`src/rtl/reg_sequencer.sv`:
```
// Multi-cycle control sequencer for the RegBlock datapath: FETCH/DECODE/EXEC/MEM/WB/HALT.
// Strobes are registered from the next state; only ir_write follows mem_ready within the cycle.
module reg_sequencer #(
  parameter int TIMEOUT = 15
) (
  input  logic        clock,
  input  logic        reset_n,
  input  logic [15:0] mem_rdata,
  input  logic        mem_ready,
  output logic        mem_req,
  output logic        mem_addr_sel,
  output logic        ir_write,
  output logic        pc_write,
  output logic        alu_go,
  output logic        mary_write,
  output logic        shelley_write,
  output logic        comp_write,
  output logic        ra_write,
  output logic [1:0]  mary_src,
  output logic [1:0]  shelley_src,
  output logic        ra_src,
  output logic        halted,
  output logic        bus_error,
  output logic [2:0]  state
);

  localparam int CW = $clog2(TIMEOUT + 1);

  typedef enum logic [2:0] {
    FETCH  = 3'd0,
    DECODE = 3'd1,
    EXEC   = 3'd2,
    MEM    = 3'd3,
    WB     = 3'd4,
    HALT   = 3'd5
  } state_t;

  state_t         cur, nxt;
  logic [3:0]     opcode, opc_nxt;
  logic [CW-1:0]  wait_cnt, cnt_nxt, cnt_inc;
  logic           err_nxt;
  logic [3:0]     wb_we;
  logic [1:0]     wb_msrc, wb_ssrc;
  logic           wb_rsrc;
  logic           unused_rdata;

  assign unused_rdata = ^mem_rdata[11:0];
  assign cnt_inc      = wait_cnt + 1'b1;
  assign state        = cur;
  // mem_req is low for the first FETCH cycle after reset, so nothing is accepted then
  assign ir_write     = (cur == FETCH) && mem_req && mem_ready;

  always_comb begin
    nxt     = cur;
    opc_nxt = opcode;
    cnt_nxt = wait_cnt;
    err_nxt = bus_error;
    case (cur)
      FETCH: begin
        if (mem_req) begin
          if (mem_ready) begin
            nxt     = DECODE;
            opc_nxt = mem_rdata[15:12];
          end else begin
            cnt_nxt = cnt_inc;
            if (cnt_inc == CW'(TIMEOUT)) begin
              nxt     = HALT;
              err_nxt = 1'b1;
            end
          end
        end
      end
      DECODE: begin
        cnt_nxt = '0;
        case (opcode)
          4'h1, 4'h5:              nxt = EXEC;
          4'h0, 4'h4, 4'h6:        nxt = MEM;
          4'h2, 4'h3, 4'h7, 4'h8:  nxt = WB;
          default:                 nxt = HALT;
        endcase
      end
      EXEC: nxt = WB;
      MEM: begin
        if (mem_ready) begin
          nxt = WB;
        end else begin
          cnt_nxt = cnt_inc;
          if (cnt_inc == CW'(TIMEOUT)) begin
            nxt     = HALT;
            err_nxt = 1'b1;
          end
        end
      end
      WB: begin
        nxt     = FETCH;
        cnt_nxt = '0;
      end
      HALT:    nxt = HALT;
      default: nxt = HALT;
    endcase
  end

  // Write-enable pattern {mary, shelley, comp, ra} and sources for the WB cycle
  always_comb begin
    wb_we   = 4'b0000;
    wb_msrc = 2'b00;
    wb_ssrc = 2'b00;
    wb_rsrc = 1'b0;
    case (opc_nxt)
      4'h0: wb_we = 4'b1000;
      4'h1: begin wb_we = 4'b1000; wb_msrc = 2'b01; end
      4'h2: begin wb_we = 4'b1000; wb_msrc = 2'b11; end
      4'h3: begin wb_we = 4'b0100; wb_ssrc = 2'b01; end
      4'h4: wb_we = 4'b0100;
      4'h5: wb_we = 4'b0010;
      4'h6: wb_we = 4'b0001;
      4'h7: begin wb_we = 4'b0001; wb_rsrc = 1'b1; end
      4'h8: begin wb_we = 4'b1100; wb_msrc = 2'b10; wb_ssrc = 2'b10; end
      default: wb_we = 4'b0000;
    endcase
  end

  always_ff @(posedge clock or negedge reset_n) begin
    if (!reset_n) begin
      cur           <= FETCH;
      opcode        <= 4'h0;
      wait_cnt      <= '0;
      bus_error     <= 1'b0;
      halted        <= 1'b0;
      mem_req       <= 1'b0;
      mem_addr_sel  <= 1'b0;
      pc_write      <= 1'b0;
      alu_go        <= 1'b0;
      mary_write    <= 1'b0;
      shelley_write <= 1'b0;
      comp_write    <= 1'b0;
      ra_write      <= 1'b0;
      mary_src      <= 2'b00;
      shelley_src   <= 2'b00;
      ra_src        <= 1'b0;
    end else begin
      cur          <= nxt;
      opcode       <= opc_nxt;
      wait_cnt     <= cnt_nxt;
      bus_error    <= err_nxt;
      halted       <= (nxt == HALT);
      mem_req      <= (nxt == FETCH) || (nxt == MEM);
      mem_addr_sel <= (nxt == MEM);
      pc_write     <= (nxt == WB);
      alu_go       <= (nxt == EXEC);
      if (nxt == WB) begin
        {mary_write, shelley_write, comp_write, ra_write} <= wb_we;
        mary_src    <= wb_msrc;
        shelley_src <= wb_ssrc;
        ra_src      <= wb_rsrc;
      end else begin
        {mary_write, shelley_write, comp_write, ra_write} <= 4'b0000;
        mary_src    <= 2'b00;
        shelley_src <= 2'b00;
        ra_src      <= 1'b0;
      end
    end
  end

endmodule

```
`config.mk`:
```
export PLATFORM = sky130hd
export DESIGN_NAME = reg_sequencer
export DESIGN_NICKNAME = d
export VERILOG_FILES = /design/src/rtl/reg_sequencer.sv
export SDC_FILE = /design/constraint.sdc
export NUM_CORES = 1
export LEC_CHECK = 0
export ABC_AREA = 1
export CORE_UTILIZATION = 47
export CTS_CLUSTER_SIZE = 28
export DETAILED_ROUTE_END_ITERATION = 6
export PLACE_DENSITY_LB_ADDON = 0.2
export SLEW_MARGIN = 20
export SYNTH_ARGS = -nofsm -noshare
export SYNTH_HDL_FRONTEND = slang
export SYNTH_SLANG_ARGS = --single-unit
```
`constraint.sdc`:
```
create_clock -name clock -period 1.8 [get_ports clock]
set_input_delay 0.36 -clock clock [delete_from_list [all_inputs] [get_ports clock]]
set_output_delay 0.36 -clock clock [all_outputs]
set_load 0.01 [all_outputs]
```
==> flow_summary.ini <==
[placed_design]
pre_cts_ws_ns = -0.202
place_congestion = 0.825
post-dp-hpwl_um = 2110
place_inst = 222
io_buffers = 25

[timing]
fin_crit_ns = 1.74
worst_pin_slew_ns = 0.370
drv_slew = 0
finalSetupTns_ns = 0
finalHoldViolations = 0
max_freq_mhz = 574
fin_worst_skew_ns = 0.00383
period_share_pct = 96.7
setup_violations = 0
setup_slack_ns = 0.0590
whs_ns = 0.390
slew_headroom_pct = 75.4

[yosys]
synth_fp_nets = 179
synth_seq_cells = 26
synth.avg_cell_area_um2 = 8.52
seq_area_frac_synth_pct = 48.3
synthCells = 158
synth_cell_types = 22
synth_area_um2 = 1350
ys_warn_count = 0

[floorplan]
die_h_um = 55.5
num_io_pins = 38
start_util_pct = 49.2
fp-row-count = 19
core_area_um2 = 2730
die_w_um = 55.5
dieArea_um2 = 3080

[worst_setup_path]
cp_data_arrival_time_ns = 1.38
end_kind = output pin
path_depth = 2
cp.buffers_inverters = 2
setup.worst_path.start_class = flip-flop
path_cells = buf_4 > clkdlybuf4s50_1
reg2reg_depth = 12
worstPathRequired_ns = 1.44
cpLargestDelayFamily = buffers and inverters
r2r-start = wait_cnt[0]
slowest_delay_ns = 0.47
r2r_end = shelley_src[0]
rrSetupSlack_ns = 0.13
worstSetupPathType = reg2out
cp_max_fo = 3
slowest_stage = clkdlybuf4s50_1

[power_and_ir_drop]
sw_frac_of_total_pct = 21.5
intPower_uw = 852
p_clk_share_pct = 36.3
p_leak_nw = 0.862
switching_power_uw = 233
p_per_area_nw_per_um2 = 594
seq_power_share_pct = 55.0
peakVddDrop_v = 0.000506
power_frac_comb_pct = 8.7

[drt]
dr.pass1.iters = 6
via_count = 1139
via_per_inst = 4.93
drc_errors = 0
drt_iter0_drc = 39
drt_wl_total_um = 2800
avgRoutedWirePerCell_um = 12.1
postRouteAntennaNets = 0

[global_routing]
antenna_found_initial = 0
overflow = 0
grt_pass1_vias = 1159
grt_max_degree = 27
grt_usage_pct = 19.1
grt_pass1_wl_um = 4690

[clock_network]
tritoncts = yes
cts_sinks = 26
clock_latency_ns = 0.31
cts_root_buf = clkbuf_4
path_clk_slew_ns = 0.14
cts_buffer_depth = 2
htree_levels = 1
cts_made_buffers = 3

[layout]
stdcell_count = 231
final_cell_mix = nand2_1, dfrtp_1, inv_1, clkdlybuf4s50_1
syn_to_final_growth_pct = 35.7
n_antenna_cell = 0
layout_commonest_cell = nand2_1
layout.nets = 222
drive_gt1_share_pct = 30.0

[worst_hold_path]
min_path_type = in2async

[flow_run]
max-cap-violations = 0

[run_status]
status = complete, no violations
[cell families after synthesis]
kind of cell               Yosys count  synth area share, %
DFF                                 26                 48.3
and+or+nand+nor                     85                 32.6
adders and majority gates            2                 1.86
AOI/OAI and AO/OA                   19                 9.39
buffers and inverters               26                 7.81
[synth_stat cells]
cell type	n	share of area, %
o21ai_0	3	1.1
nor2_1	17	4.7
nand4_1	2	0.93
a21oi_1	7	2.6
dfrtp_1	26	48
o211ai_1	1	0.56
nand2_1	35	9.8
nand3_1	5	1.9
buf_6	1	0.84
o22ai_1	3	1.4
nor3_4	1	1.2
nand4_2	1	0.93
o21bai_1	1	0.56
nand3_2	2	1.5
nand2_2	12	5.6
inv_1	23	6.4
o21ai_2	3	2.0
o21ai_4	1	1.2
ha_1	2	1.9
nor2_2	6	2.8
nor2_4	4	3.3
inv_2	2	0.56
[cell type report]
class | count | area, um2
Fill cell | 227 | 907
Sequential cell | 26 | 653
Multi-Input combinational cell | 106 | 628
Timing Repair Buffer | 39 | 358
Inverter | 25 | 96.3
Tap cell | 31 | 38.8
Clock inverter | 1 | 30.0
Clock buffer | 3 | 22.5
[power by group through the flow]
stage	Clock, mW	Sequential [mW]	Combinational [mW]
after global placement	0	0.608	0.0886
after global routing	0.424	0.598	0.105
after floorplan	0	0.607	0.0518
after detailed placement	0	0.608	0.0918
final	0.394	0.597	0.0939
after CTS	0.407	0.597	0.0924
[worst reg2reg max path: cells and delay by family, from the launching register on]
family / cells / cell delay [ns]
and+or+nand+nor: 10 / 0.91
DFF: 1 / 0.45
adders and majority gates: 1 / 0.19
buffers and inverters: 1 / 0.07
[through the flow]
stage | area (um2) | utilization (%) | power (mW)
3_3_place_gp | 1690 | 61.9 | 0.696
3_5_place_dp | 1690 | 61.9 | 0.700
6_report | 1830 | 66.8 | 1.08
5_1_grt | 1830 | 66.8 | 1.13
4_1_cts | 1760 | 64.3 | 1.10
2_1_floorplan | 1350 | - | 0.658
[how the worst max path moves through the flow]
stage	start	end	slack [ns]
floorplan	wait_cnt[0]	mary_src[1]	0.29
global placement	mem_ready	ir_write	-0.21
detailed placement	mem_ready	ir_write	-0.20
CTS	state[0]	state[0]	0.009
global route	wait_cnt[0]	mary_write	-0.0009
finish	state[1]	state[1]	0.06
[layer usage]
layer  wire (um)  track usage, %
met1        1140            21.7
met2        1570            36.1
met3          75            2.58
met4          18            6.43
met5           0               0
[repair_timing]
| action | 4_1_cts | 5_1_grt |
|---|---|---|
| gates resized for setup | 2 | 14 |
| buffers inserted | 2 | 3 |
| pin swaps | 0 | 3 |
| hold buffers | 0 | 0 |
| endpoints found under the setup margin | 1 | 15 |
[registers in the layout, summed over array words and instances, names as in the netlist, 2 cells and up]
name	cells
wait_cnt	4
mary_src	2
state	3
opcode	4
shelley_src	2
Power figures use the tool's default switching activity.
==> patch 1: new RTL, same flow settings <==
Set the parameter `TIMEOUT` to 30 (it was 15).
--- a/src/rtl/reg_sequencer.sv
+++ b/src/rtl/reg_sequencer.sv
@@ -3,3 +3,3 @@
 module reg_sequencer #(
-  parameter int TIMEOUT = 15
+  parameter int TIMEOUT = 30
 ) (
Function: same outputs for any inputs over 10 cycles, from zero or initial values and one cycle with reset_n low; that may be too few to reach the edited logic, so the function may still have changed.
==> patch 1 against the unedited design <==
Global-route usage rose by 1.3 points; sequential cell count rose by 1; largest power group unchanged; worst setup slack improved by 0.0056 ns; total power fell by 12%; routed wire length rose by 3.3%; largest cell class unchanged; final area rose by 0.21%; critical path type unchanged; clock power fell by 34%; synthesized area rose by 3.4%.
==> patch 1: results (changes against the unedited design) <==
DR vias/cell = 5.15 (was 4.93)
Syn. warnings = 0 (unchanged)
Clk_lat worst skew = 0.32 ns
Worst Skew = 0.00811 ns (was 0.00383 ns)
Netlist cell types = 22 (unchanged)
Drt pass-1 iters = 4 (was 6)
Post-synth EDFFs = 0 (unchanged)
Status = completed (unchanged)
Worst Hold Class = in2async (unchanged)
Syn Nets = 185 (was 179)
Post-DP HPWL = 2210 um (was 2110 um)
Worst vdd ir = 0.459 mV (was 0.506 mV)
Pin count of the biggest net entering global routing = 28 (was 27)
Placer congestion estimate = 0.840 (was 0.825)
Dpl cells = 232 (was 222)
Non-filler cells, final = 240 (was 231)
Drt wl/cell = 12.0 um (was 12.1 um)
Cell Area, Placed = 0.00177 mm2 (was 0.00169 mm2)
Layout cell share with drive strength beyond 1 = 0.234 (was 0.300)
Most area-consuming cells after synthesis = dfrtp_1 (49%), nand2_1 (11%), nor2_1 (6.2%) (was dfrtp_1 (48%), nand2_1 (9.8%), inv_1 (6.4%))
Seq/Total Area, Yosys = 0.485 (was 0.483)
Global-route wire length before repair = 5020 um (was 4690 um)
CTS Buf Count = 3 (unchanged)
Synth cell count leaders = nand2_1 (42), dfrtp_1 (27), nor2_1 (23), inv_1 (17) (was nand2_1 (35), dfrtp_1 (26), inv_1 (23), nor2_1 (17), nand2_2 (12))
Total track usage = 0.203 (was 0.191)
Relative slew slack = 0.771 (was 0.754)
Leak = 0.901 nW (was 0.862 nW)
patch 1: cell count changes in the layout (fill, tap and decap cells not counted), moves of 3 or more:
| cell | unedited run | this run |
|---|---|---|
| nand4_1 | 2 | 5 |
| nand3_2 | 1 | 6 |
| a21oi_1 | 6 | 2 |
| inv_1 | 23 | 17 |
| nand2_2 | 15 | 6 |
| nand2_1 | 32 | 42 |
| nor2_2 | 7 | 4 |
| inv_2 | 1 | 4 |
| o21ai_1 | 0 | 3 |
| o21ai_2 | 3 | 0 |
| nor2_1 | 15 | 23 |
patch 1: metal layers:
metal,global-route usage,vias up,part of all wire
met4,0.0627,0,0.011
met2,0.363,34,0.50
met1,0.253,587,0.45
li1,-,611,-
met3,0.0276,4,0.045
met5,0,-,0
patch 1: final timing paths:
kind	startpoint	end	slack [ns]	cells past startpoint
worst max-delay path	mem_req$_DFF_PN0_	mem_req	0.06	2
worst min-delay path	reset_n	ra_src$_DFF_PN0_	0.40	2
worst max register to register	wait_cnt[1]$_DFFE_PN0P_	shelley_src[1]$_DFF_PN0_	0.13	10
worst min register to register	bus_error$_DFFE_PN0P_	bus_error$_DFFE_PN0P_	0.49	1
max in group asynchronous	reset_n	wait_cnt[0]$_DFFE_PN0P_	1.13	2
min in group clock	bus_error$_DFFE_PN0P_	bus_error$_DFFE_PN0P_	0.49	1
patch 1: metrics by stage:
stage | setup WS, ns | power (W)
after global placement | -0.194 | 0.000706
after global routing | -0.00172 | 0.00101
after CTS | 0.00766 | 0.000970
final | 0.0646 | 0.000955
after detailed placement | -0.197 | 0.000708
after floorplan | 0.289 | 0.000663
patch 1: cell type report:
class	count	area [um2]
flip-flops and latches	27	677
multi-input cells	115	634
repair buffers	41	370
inverters	22	82.6
clock buffers	3	22.5
well taps	31	38.8
fillers	246	951
clock inverters	1	5.00
patch 1: critical path, cell delays in order (launching register included):
cell and delay, ns:
dfrtp_1 0.38, buf_4 0.14, clkdlybuf4s50_1 0.53
patch 1: cell families (layout without fill, tap and decap cells):
logic type	after synthesis	after routing	share of synthesized area
AO/OA/AOI/OAI	15	15	0.0710
adder cells (fa/ha/maj)	2	2	0.0180
buffers and inverters	22	67	0.0593
flip-flops	27	27	0.485
multiplexers	1	1	0.00719
AND/OR/NAND/NOR	97	97	0.359
patch 1: timing repair:
action | in CTS | in global routing
buffers inserted | 0 | 4
gates resized for setup | 2 | 4
hold buffers | 0 | 0
setup endpoints to repair | 1 | 15
patch 1: report_power, final:
part	total [W]	switching (W)	internal (W)
clock	0.000259	0.000175	0.0000833
combinational	0.0000814	0.0000475	0.0000339
sequential	0.000615	0.00000402	0.000611
==> patch 2: new RTL, config.mk and constraints unchanged <==
Made on the original files. Put one more register stage on the output `bus_error`. The value now appears one clock later. The other outputs are not delayed to match.
--- a/src/rtl/reg_sequencer.sv
+++ b/src/rtl/reg_sequencer.sv
@@ -37,2 +37,4 @@
 
+  logic bus_error_s0;
+
   state_t         cur, nxt;
@@ -56,3 +58,3 @@
     cnt_nxt = wait_cnt;
-    err_nxt = bus_error;
+    err_nxt = bus_error_s0;
     case (cur)
@@ -127,3 +129,3 @@
       wait_cnt      <= '0;
-      bus_error     <= 1'b0;
+      bus_error_s0  <= 1'b0;
       halted        <= 1'b0;
@@ -144,3 +146,3 @@
       wait_cnt     <= cnt_nxt;
-      bus_error    <= err_nxt;
+      bus_error_s0 <= err_nxt;
       halted       <= (nxt == HALT);
@@ -164,2 +166,6 @@
 
+  always_ff @(posedge clock) begin
+    bus_error <= bus_error_s0;
+  end
+
 endmodule
Function: no difference found for any inputs over 10 cycles, from zero or initial values and one cycle with reset_n low; that may be too few to reach the edited logic, so the function may still have changed.
==> patch 2 against the unedited design <==
Sequential cell count grew 1; clock power shrank 33%; count of clock-buffer cells in the layout is the same; via count increased by 1.3%; synthesized area increased by 1.5%; sequential share of layout area rose by 0.63 points; final area rose by 1.1%; utilization rose by 0.15 points; total power shrank 9.5%; routed wire length shrank 3.6%; worst setup slack better by 0.0018 ns; critical path depth is 1 lower.
==> patch 2: results (changes against the unedited design) <==
Top Layer Used = met4 (unchanged)
M3 GR Usage = 0.0372 (was 0.0258)
Final hold slack = 0.371 ns (was 0.390 ns)
Global-route wire length before repair = 4720 um (was 4690 um)
Pin count of the biggest net entering global routing = 27 (unchanged)
Total track usage = 0.192 (was 0.191)
Status = completed (unchanged)
CP peak stage delay = 0.57 ns (was 0.47 ns)
Max FO, Critical Path = 4 (was 3)
Comb pwr = 0.0000968 W (was 0.0000939 W)
R2r worst-path depth = 12 (unchanged)
Vias in the first global route = 1146 (was 1159)
Syn. warnings = 0 (unchanged)
Drt pass-1 iters = 4 (was 6)
Worst-margin pin slew = 0.349 ns (was 0.370 ns)
Dpl cells = 227 (was 222)
Most area-consuming cells after synthesis = dfrtp_1 (48%), nand2_1 (9.6%), inv_1 (6.3%) (was dfrtp_1 (48%), nand2_1 (9.8%), inv_1 (6.4%))
Seq/Total Area, Yosys = 0.491 (was 0.483)
Endpoint of the worst register-to-register path = shelley_src[1]$_DFF_PN0_ (was shelley_src[0]$_DFF_PN0_)
Final worst path period need = 1.74 ns (about the same)
Clk_lat worst skew = 0.33 ns (was 0.31 ns)
Place WS = -0.194 ns (was -0.202 ns)
Leak = 0.887 nW (was 0.862 nW)
Adder-cell share of the synthesized area = 0.0183 (was 0.0186)
Worst vdd ir = 0.381 mV (was 0.506 mV)
Complex-gate fraction of the synthesized area = 0.0925 (was 0.0939)
Met1 Track Usage GR = 0.225 (was 0.217)
Post-DP HPWL = 2090 um (was 2110 um)
Drt wl/cell = 11.6 um (was 12.1 um)
Fin nets = 224 (was 222)
Routed wl met2 = 1370 um (was 1570 um)
Via count = 1154 (was 1139)
Seq. pwr = 0.000619 W (was 0.000597 W)
Netlist cell types = 23 (was 22)
Met1 wire length = 1130 um (was 1140 um)
Syn Nets = 180 (was 179)
CP Launch Point = mem_req$_DFF_PN0_ (was state[1]$_DFF_PN0_)
Mean Syn Cell Area = 8.59 um2 (was 8.52 um2)
P_clk = 0.000265 W (was 0.000394 W)
Wire length on met3 = 131 um (was 75 um)
Worst Skew = 0.00443 ns (was 0.00383 ns)
Cell Area, Placed = 0.00174 mm2 (was 0.00169 mm2)
R2r setup slk = 0.12 ns
Layout cell share with drive strength beyond 1 = 0.292 (was 0.300)
Final WL = 2700 um (was 2800 um)
-- patch 2: changes by cell type after synthesis, sizes merged --
| cell | before | now |
|---|---|---|
| dfxtp | 0 | 1 |
-- patch 2: timing repair --
action / 4_1_cts / 5_1_grt
setup buffers: 1 / 1
resized for setup: 2 / 17
pin swaps: 1 / 3
setup endpoints to repair: 2 / 14
cloned: 0 / 0
-- patch 2: layout make-up --
type / count / area, um2
Tap cell: 31 / 38.8
Clock inverter: 1 / 7.51
Clock buffer: 3 / 22.5
Timing Repair Buffer: 40 / 370
Inverter: 25 / 96.3
Multi-Input combinational cell: 106 / 639
Fill cell: 227 / 911
Sequential cell: 27 / 672
-- patch 2: cell families (layout without fill, tap and decap cells) --
family / count (synthesis) / count (layout)
AND/OR/NAND/NOR: 85 / 85
buffers and inverters: 26 / 69
adder cells (fa/ha/maj): 2 / 2
flip-flops: 27 / 27
AO/OA/AOI/OAI: 19 / 19
